`src/rtl/systolic_result_drain.sv`:
```
// systolic_result_drain: captures the nine accumulator results of a 3x3
// systolic array into a shadow buffer and streams them out one word per
// beat over a valid/ready handshake. A new frame arriving while one is
// still draining is dropped and flagged on the sticky overrun output.
// Optional macro DRAIN_CHECKSUM_EN appends a tenth beat carrying the XOR
// of the nine results, computed at capture.
module systolic_result_drain #(
  parameter int W = 64
) (
  input  logic         clk,
  input  logic         rst,
  input  logic [W-1:0] res1,
  input  logic [W-1:0] res2,
  input  logic [W-1:0] res3,
  input  logic [W-1:0] res4,
  input  logic [W-1:0] res5,
  input  logic [W-1:0] res6,
  input  logic [W-1:0] res7,
  input  logic [W-1:0] res8,
  input  logic [W-1:0] res9,
  input  logic         res_valid,
  output logic [W-1:0] out_data,
  output logic [3:0]   out_idx,
  output logic         out_valid,
  input  logic         out_ready,
  output logic         out_last,
  output logic         busy,
  output logic         overrun,
  input  logic         clr_overrun
);

`ifdef DRAIN_CHECKSUM_EN
  localparam logic [3:0] LAST_IDX = 4'd9;
`else
  localparam logic [3:0] LAST_IDX = 4'd8;
`endif

  typedef enum logic {IDLE, DRAIN} state_t;

  state_t              state, state_nxt;
  logic [3:0]          idx, idx_nxt;
  logic [8:0][W-1:0]   res_vec;
  logic [8:0][W-1:0]   shadow;
  logic [W-1:0]        beat;
  logic                xfer, last_xfer, capture, overrun_ev;

  // Element 0 is res1 (C[0][0]), element 8 is res9 (C[2][2]).
  assign res_vec = {res9, res8, res7, res6, res5, res4, res3, res2, res1};

  // State and beat index register.
  always_ff @(posedge clk or negedge rst) begin
    if (!rst) begin
      state <= IDLE;
      idx   <= 4'd0;
    end else begin
      state <= state_nxt;
      idx   <= idx_nxt;
    end
  end

  // Next state: a capture on the last-beat transfer restarts at index 0
  // without passing through IDLE, so back-to-back frames have no bubble.
  always_comb begin
    state_nxt  = state;
    idx_nxt    = idx;
    capture    = 1'b0;
    overrun_ev = 1'b0;
    xfer       = (state == DRAIN) && out_ready;
    last_xfer  = xfer && (idx == LAST_IDX);
    case (state)
      IDLE: begin
        if (res_valid) begin
          capture   = 1'b1;
          state_nxt = DRAIN;
          idx_nxt   = 4'd0;
        end
      end
      DRAIN: begin
        if (last_xfer) begin
          idx_nxt = 4'd0;
          if (res_valid) capture   = 1'b1;
          else           state_nxt = IDLE;
        end else begin
          if (xfer)      idx_nxt    = idx + 4'd1;
          if (res_valid) overrun_ev = 1'b1;
        end
      end
      default: begin
        state_nxt = IDLE;
        idx_nxt   = 4'd0;
      end
    endcase
  end

  // Shadow buffer: written only on an accepted capture, so dropped frames
  // never disturb the frame being drained.
  always_ff @(posedge clk or negedge rst) begin
    if (!rst)         shadow <= '0;
    else if (capture) shadow <= res_vec;
  end

  // Sticky overrun; a new drop in the same cycle beats the clear.
  always_ff @(posedge clk or negedge rst) begin
    if (!rst)             overrun <= 1'b0;
    else if (overrun_ev)  overrun <= 1'b1;
    else if (clr_overrun) overrun <= 1'b0;
  end

`ifdef DRAIN_CHECKSUM_EN
  logic [W-1:0] csum, csum_nxt;

  // XOR of the nine incoming results, folded at capture time.
  always_comb begin
    csum_nxt = '0;
    for (int i = 0; i < 9; i++) csum_nxt ^= res_vec[i];
  end

  // Checksum register tracks the shadow buffer.
  always_ff @(posedge clk or negedge rst) begin
    if (!rst)         csum <= '0;
    else if (capture) csum <= csum_nxt;
  end

  assign beat = (idx == LAST_IDX) ? csum : shadow[idx];
`else
  assign beat = shadow[idx];
`endif

  // Outputs are pure functions of registered state, so they cannot change
  // while a beat is stalled and drop to zero the moment reset asserts.
  assign out_valid = (state == DRAIN);
  assign busy      = (state == DRAIN);
  assign out_idx   = idx;
  assign out_last  = out_valid && (idx == LAST_IDX);
  assign out_data  = out_valid ? beat : '0;

endmodule

```
`config.mk`:
```
export PLATFORM = sky130hd
export DESIGN_NAME = systolic_result_drain
export DESIGN_NICKNAME = d
export VERILOG_FILES = /design/src/rtl/systolic_result_drain.sv
export SDC_FILE = /design/constraint.sdc
export NUM_CORES = 1
export LEC_CHECK = 0
export ABC_CLOCK_PERIOD_IN_PS = 2980
export CORE_MARGIN = 3
export CORE_UTILIZATION = 40
export CTS_BUF_LIST = sky130_fd_sc_hd__clkbuf_4 sky130_fd_sc_hd__clkbuf_8
export DETAILED_ROUTE_END_ITERATION = 12
export GPL_TIMING_DRIVEN = 0
export PLACE_DENSITY = 0.7
export SLEW_MARGIN = 10
export SYNTH_ARGS = -nofsm -noshare
export SYNTH_HDL_FRONTEND = slang
export SYNTH_SLANG_ARGS = --single-unit
export TNS_END_PERCENT = 50
```
`constraint.sdc`:
```
create_clock -name clk -period 2.98 [get_ports clk]
set_input_delay 0.596 -clock clk [delete_from_list [all_inputs] [get_ports clk]]
set_output_delay 0.596 -clock clk [all_outputs]
set_load 0.01 [all_outputs]
```
==> impl_metrics.py, run 1 <==
metrics = {
    "job": {
        "maxCapViolCount": 0,
    },
    "route": {
        "drcViolationCount": 0,
        "viasPerCell": 5.34,
        "firstDrtPassIters": 5,
        "drt_iter0_drc": 1512,
        "wl_mm": 113,
        "avgRoutedWirePerCell_um": 30.9,
        "vias": 19500,
        "ant_nets": 0,
    },
    "critical_path": {
        "worstSetupPathType": "flop to output port",
        "cp_common_cell": "buf_12",
        "critPathArrivalTime_ps": 2740,
        "crit_path_end_kind": "output port",
        "cp_max_fo": 9,
        "startpoint_type": "flop",
        "cpMaxStageDelayCell": "a221oi_4",
        "r2r_start": "out_idx[0]",
        "worstPathCellList": "buf_12, buf_12, buf_12, mux2i_2, a221oi_4, a21oi_2, nor2_1, buf_2",
        "cp_slowest_stage_delay_ps": 530,
        "worstPathRequired_ps": 2380,
        "crit_start": "out_idx[0]",
    },
    "timing": {
        "fmax_mhz": 300,
        "slew_viol_final": 0,
        "rsz0062_at_grt": "yes",
        "setup_violations": 64,
        "hold_violations": 0,
        "fin_crit_ps": 3340,
        "finalWorstSetupSlack_ps": -357,
        "timing.final.crit_share_pct": 112,
        "worstMarginPinSlew_ps": 726,
        "finalHoldWorstSlack_ps": 497,
        "relSlewSlack_pct": 51.6,
        "fin_skew_ps": 45.7,
    },
    "place": {
        "dp_cells": 3372,
        "dpl.hpwl_mm": 82.9,
        "port_buffers": 652,
        "gp_congestion": 0.902,
        "dp_slack_ps": -1190,
    },
    "pwr": {
        "p_comb_share_pct": 52.9,
        "irDropWorstVdd_mv": 0.583,
        "p_switching_mw": 17.8,
        "seq_power_share_pct": 30.2,
        "power.share.clock_pct": 16.9,
        "p_total_mw": 48.7,
        "p_int_mw": 30.9,
        "switching_share_pct": 36.5,
        "powerDensity_mw_per_mm2": 1160,
        "p_leak_nw": 18.0,
    },
    "cts": {
        "h-tree-depth": 3,
        "cts_sinks": 582,
        "cts_buffers": 103,
        "cts_root_buf": "clkbuf_8",
        "clock_path_buffers": 3,
        "cts_tree": "done",
        "insertion_delay_ps": 710,
        "path_clk_slew_ps": 60,
    },
    "yosys": {
        "ys_seq_area_share_pct": 50.5,
        "yosysWarnings": 0,
        "synth.most_common_cell": "dfrtp_1",
        "yosysUniqueCellTypes": 33,
        "synthCells": 1774,
        "synthTopCellsByArea": "dfrtp_1 (50%), mux2_4 (26%), mux4_2 (5.0%)",
        "yosysTopAreaCell": "dfrtp_1",
        "synth-main-ff-cell": "dfrtp_1",
        "synth.top_cell.area_share_pct": 50.5,
        "synth-edff-count": 0,
        "synth_nets": 2357,
        "async_flop_share_pct": 100,
        "syn_area_mm2": 0.0288,
        "postSynthAreaPerCell_um2": 16.3,
        "synth-seq-cells": 582,
        "synth_common_cells": "dfrtp_1 (582), mux2_4 (500), mux2i_1 (129), mux2_2 (76), o21ai_0 (66)",
    },
    "die": {
        "io_pins": 653,
        "start_util_pct": 40.8,
        "coreArea_mm2": 0.0708,
        "fp.dieW_um": 275,
        "row_count": 97,
        "die-height_um": 275,
        "die_area_mm2": 0.0754,
    },
    "final_layout": {
        "final_nets": 3185,
        "area.growth.synth_to_final_pct": 45.5,
        "fin_cells": 3658,
        "drive_gt1_share_pct": 48.3,
    },
    "global_route": {
        "grt_pass1_vias": 21400,
        "overflow": 0,
        "grt_start_max_net_pins": 113,
        "grt.total_usage_pct": 29.3,
        "grt_pass1_wl_mm": 157,
        "antenna_found_initial": 43,
    },
    "hold_path": {
        "min_path_type": "input pin to flop",
        "min_from": "res8[56]",
    },
    "status": {
        "status": "finished with violations",
        "violations": "setup timing",
    },
}
## final cells by class
class	instances	area [um2]
Sequential cell	582	14600
Inverter	5	22.5
Multi-Input combinational cell	1051	14300
Tap cell	940	1180
Clock inverter	13	123
Timing Repair Buffer	724	7290
Buffer	135	2230
Fill cell	5362	28800
Antenna cell	35	87.6
Clock buffer	173	2180
## sequential cells by signal (all words and copies together) (netlist names)
name	flops
shadow	576
busy	1
out_idx	4
overrun	1
## stage by stage
stage               setup TNS (ps)  instance area (um2)  utilization [%]
floorplan                        0                28800                -
global placement                 -                36500             51.7
detailed placement         -128900                36700             51.9
CTS                         -16250                41300             58.3
global route                -17140                41900             59.3
finish                      -11520                42000             59.3
## worst paths after layout
check	cells past startpoint	end	slack [ps]
max	8	out_data[27]	-360
min	2	shadow[504]	500
max reg2reg	12	shadow[13]	210
min reg2reg	1	shadow[338]	500
max in group asynchronous	5	shadow[423]	470
min in group asynchronous	2	shadow[209]	520
## critical path: cells and delay by family (launching register included)
kind	cells	cell delay, ps
compound gates	2	650
buf+inv	4	640
flops	1	440
mux	1	180
simple gates	1	140
## kinds of logic after synthesis
group	after synthesis	synth area share, %
flip-flops	582	50.5
multiplexers	769	38.5
AND/OR/NAND/NOR	80	1.17
buffers and inverters	141	5.40
AO/OA/AOI/OAI	200	4.38
adder cells (fa/ha/maj)	2	0.0867
## power groups by stage
stage | combinational [mW] | sequential [mW] | clock [mW]
6_report | 25.8 | 14.7 | 8.22
5_1_grt | 26.8 | 15.1 | 8.70
4_1_cts | 24.7 | 14.5 | 8.33
3_5_place_dp | 20.9 | 14.4 | 0
3_3_place_gp | 20.6 | 14.3 | 0
2_1_floorplan | 13.9 | 13.5 | 0
## per-layer routing
metal | share of wire, % | vias up | track usage, %
met5 | 0.099 | - | 0
met4 | 4.0 | 16 | 12.9
met3 | 7.2 | 239 | 8.44
met2 | 48 | 845 | 47.1
met1 | 40 | 10100 | 36.7
li1 | - | 8298 | -
## cells in the final DEF (no fill, tap or decap), types with 41 or more instances in the layout
cell type        instances
dfrtp_1                580
mux2_2                  76
mux2_4                 500
clkbuf_4                41
mux2i_1                 84
mux4_2                  64
clkdlybuf4s50_1        586
clkbuf_8               152
buf_2                   44
nor2_1                  57
a221oi_4                48
buf_4                   56
buf_12                  88
## what timing repair did
action                                  in CTS  in global routing
buffers inserted                            28                 27
endpoints found under the hold margin       86                  0
resized for setup                          705                127
pin swaps                                   85                 51
hold buffers                                 1                  0
endpoints found under the setup margin     623                 64
gates cloned                                 7                  4
Power figures use the tool's default switching activity.
==> run 2: changes to the inputs <==
Settings changed: ABC_CLOCK_PERIOD_IN_PS 2980 to 3500.
Clock period 2.98 ns to 3.5 ns, I/O delays scaled along.
==> run 2 against run 1 <==
Compared with the run above:
- the flow still finishes with violations (setup timing)
- cell area is 2.8% lower
- power down 19%
- die area unchanged
- sequential share of layout area rose by 0.99 points
- setup slack gained 350 ps
- first-iteration DRC count down 11%
- combinational power is 22% lower
- count of clock-buffer cells in the layout unchanged
- hold slack better by 5.8 ps
- critical path type unchanged
==> impl_metrics.py, run 2 (synthesis gave the netlist of run 1 again) <==
metrics = {
    "timing": {
        "tns_ps": -2.49,
        "rsz0062_at_grt": "yes",
        "slew_viol_final": 0,
        "fmax_mhz": 286,
        "fin_skew_ps": 45.5,
        "finalHoldWorstSlack_ps": 503,
        "finalWorstSetupSlack_ps": -2.49,
        "relSlewSlack_pct": 49.1,
        "setup_violations": 1,
        "worstMarginPinSlew_ps": 764,
        "timing.final.crit_share_pct": 100,
        "fin_crit_ps": 3500,
        "hold_violations": 0,
    },
    "route": {
        "route.met2.wl_mm": 53.3,
        "drt_iter0_drc": 1339,
        "ant_nets": 0,
        "route.met3.wl_mm": 8.26,
        "drcViolationCount": 0,
        "met1_length_mm": 44.7,
        "vias": 19200,
        "firstDrtPassIters": 5,
        "top_layer": "met5",
        "viasPerCell": 5.32,
        "avgRoutedWirePerCell_um": 30.5,
        "wl_mm": 110,
    },
    "global_route": {
        "overflow": 0,
        "grt_pass1_vias": 21300,
        "grt_pass1_wl_mm": 154,
        "antenna_found_initial": 49,
        "grt.total_usage_pct": 28.8,
        "grt_start_max_net_pins": 113,
    },
    "cts": {
        "h-tree-depth": 3,
        "path_clk_slew_ps": 60,
        "insertion_delay_ps": 710,
        "cts_tree": "done",
        "clock_path_buffers": 3,
        "cts_sinks": 582,
        "cts_root_buf": "clkbuf_8",
        "cts_buffers": 103,
    },
    "critical_path": {
        "crit_start": "out_idx[0]",
        "worstPathRequired_ps": 2800,
        "cp_max_fo": 10,
        "cpMaxStageDelayCell": "a221oi_4",
        "startpoint_type": "flop",
        "critPathArrivalTime_ps": 2800,
        "crit_path_end_kind": "output port",
        "cp_common_cell": "buf_12",
        "r2r_start": "out_idx[0]",
        "cp_slowest_stage_delay_ps": 540,
        "worstPathCellList": "buf_12, buf_12, buf_12, mux2i_1, a221oi_4, a21oi_2, nor2_1, clkdlybuf4s15_2",
        "worstSetupPathType": "flop to output port",
    },
    "place": {
        "placed_area_mm2": 0.0367,
        "gp_congestion": 0.902,
        "dpl.hpwl_mm": 82.9,
        "dp_cells": 3372,
        "port_buffers": 652,
    },
    "final_layout": {
        "nFillCells": 5505,
        "final_common_cell": "clkdlybuf4s50_1",
        "final_nets": 3140,
        "largest_reg_flops": 576,
        "top_register": "shadow",
        "final_cell_mix": "clkdlybuf4s50_1 (586), dfrtp_1 (581), mux2_4 (500)",
        "multiInputGateArea_mm2": 0.0138,
        "drive_gt1_share_pct": 42.5,
        "layout.area.seq_mm2": 0.0146,
        "fin_area_mm2": 0.0408,
        "fin_cells": 3617,
        "area.growth.synth_to_final_pct": 41.4,
    },
    "die": {
        "row_count": 97,
        "die-height_um": 275,
        "coreArea_mm2": 0.0708,
        "start_util_pct": 40.8,
        "die_area_mm2": 0.0754,
        "io_pins": 653,
        "fp.dieW_um": 275,
    },
    "hold_path": {
        "min_from": "shadow[338]",
        "min_path_type": "flop to flop",
    },
    "pwr": {
        "p_leak_nw": 17.7,
        "irDropWorstVdd_mv": 0.550,
        "powerDensity_mw_per_mm2": 967,
    },
    "job": {
        "maxCapViolCount": 0,
    },
    "status": {
        "status": "finished with violations",
        "violations": "setup timing",
    },
}
[run 2: cell count changes in the layout (fill, tap and decap cells not counted), moves of 11 or more]
cell            before  now
a21oi_1             25   53
a21oi_2             38   11
buf_12              88   69
buf_2               44   14
buf_4               56   26
dlygate4sd2_1        0   21
dlymetal6s2s_1       0   11
mux2i_1             84  109
mux2i_2             38   20
o21ai_0             12   44
o21ai_2             26    7
[run 2: layout make-up]
type                       count  share of cell area (%)
tap                          940                    2.88
multi-input combinational   1051                    33.7
timing repair buffer         679                    16.6
sequential                   582                    35.7
clock buffer                 173                    5.35
antenna                       39                   0.239
buffer                       135                    5.17
inverter                       5                  0.0460
clock inverter                13                   0.301
[run 2: through the flow]
stage                     worst slack, ps  power [mW]  util [%]
after global routing                -71.8        41.1      57.6
after CTS                            -202        39.2      57.2
after global placement             -23910        29.8      51.7
final                               -2.49        39.4      57.6
after detailed placement             -770        30.1      51.9
after floorplan                      1020        23.4         -
[run 2: layer usage]
| metal | GRT usage [%] | vias up |
|---|---|---|
| met2 | 46.2 | 811 |
| met1 | 36.2 | 9985 |
| met5 | 0 | - |
| met4 | 12.8 | 16 |
| met3 | 8.34 | 224 |
| li1 | - | 8203 |
[run 2: power by group]
group | switching, mW | internal (mW)
combinational | 9.08 | 11.0
sequential | 2.19 | 10.2
clock | 2.99 | 3.99
total | 14.3 | 25.2
[run 2: final timing paths]
path / endpoint / slack (ps) / cells past startpoint
worst min register to register: shadow[338] / 500 / 1
max in group asynchronous: shadow[305] / 880 / 5
worst max-delay path: out_data[24] / -2 / 8
worst max register to register: shadow[1] / 690 / 12
worst min-delay path: shadow[338] / 500 / 1
min in group asynchronous: shadow[209] / 620 / 2
[run 2: what timing repair did]
action / 4_1_cts / 5_1_grt
buffers inserted: 9 / 10
hold buffers: 1 / 0
hold endpoints to repair: 22 / 0
setup endpoints to repair: 65 / 51
gates cloned: 1 / 0
pin swaps: 42 / 28
gates resized for setup: 420 / 72
[run 2: worst max-delay path, delay by kind of cell (launching register included)]
| family | cells | cell delay, ps |
|---|---|---|
| muxes | 1 | 180 |
| buffers and inverters | 4 | 750 |
| DFF | 1 | 420 |
| AOI/OAI and AO/OA | 2 | 630 |
| and+or+nand+nor | 1 | 130 |
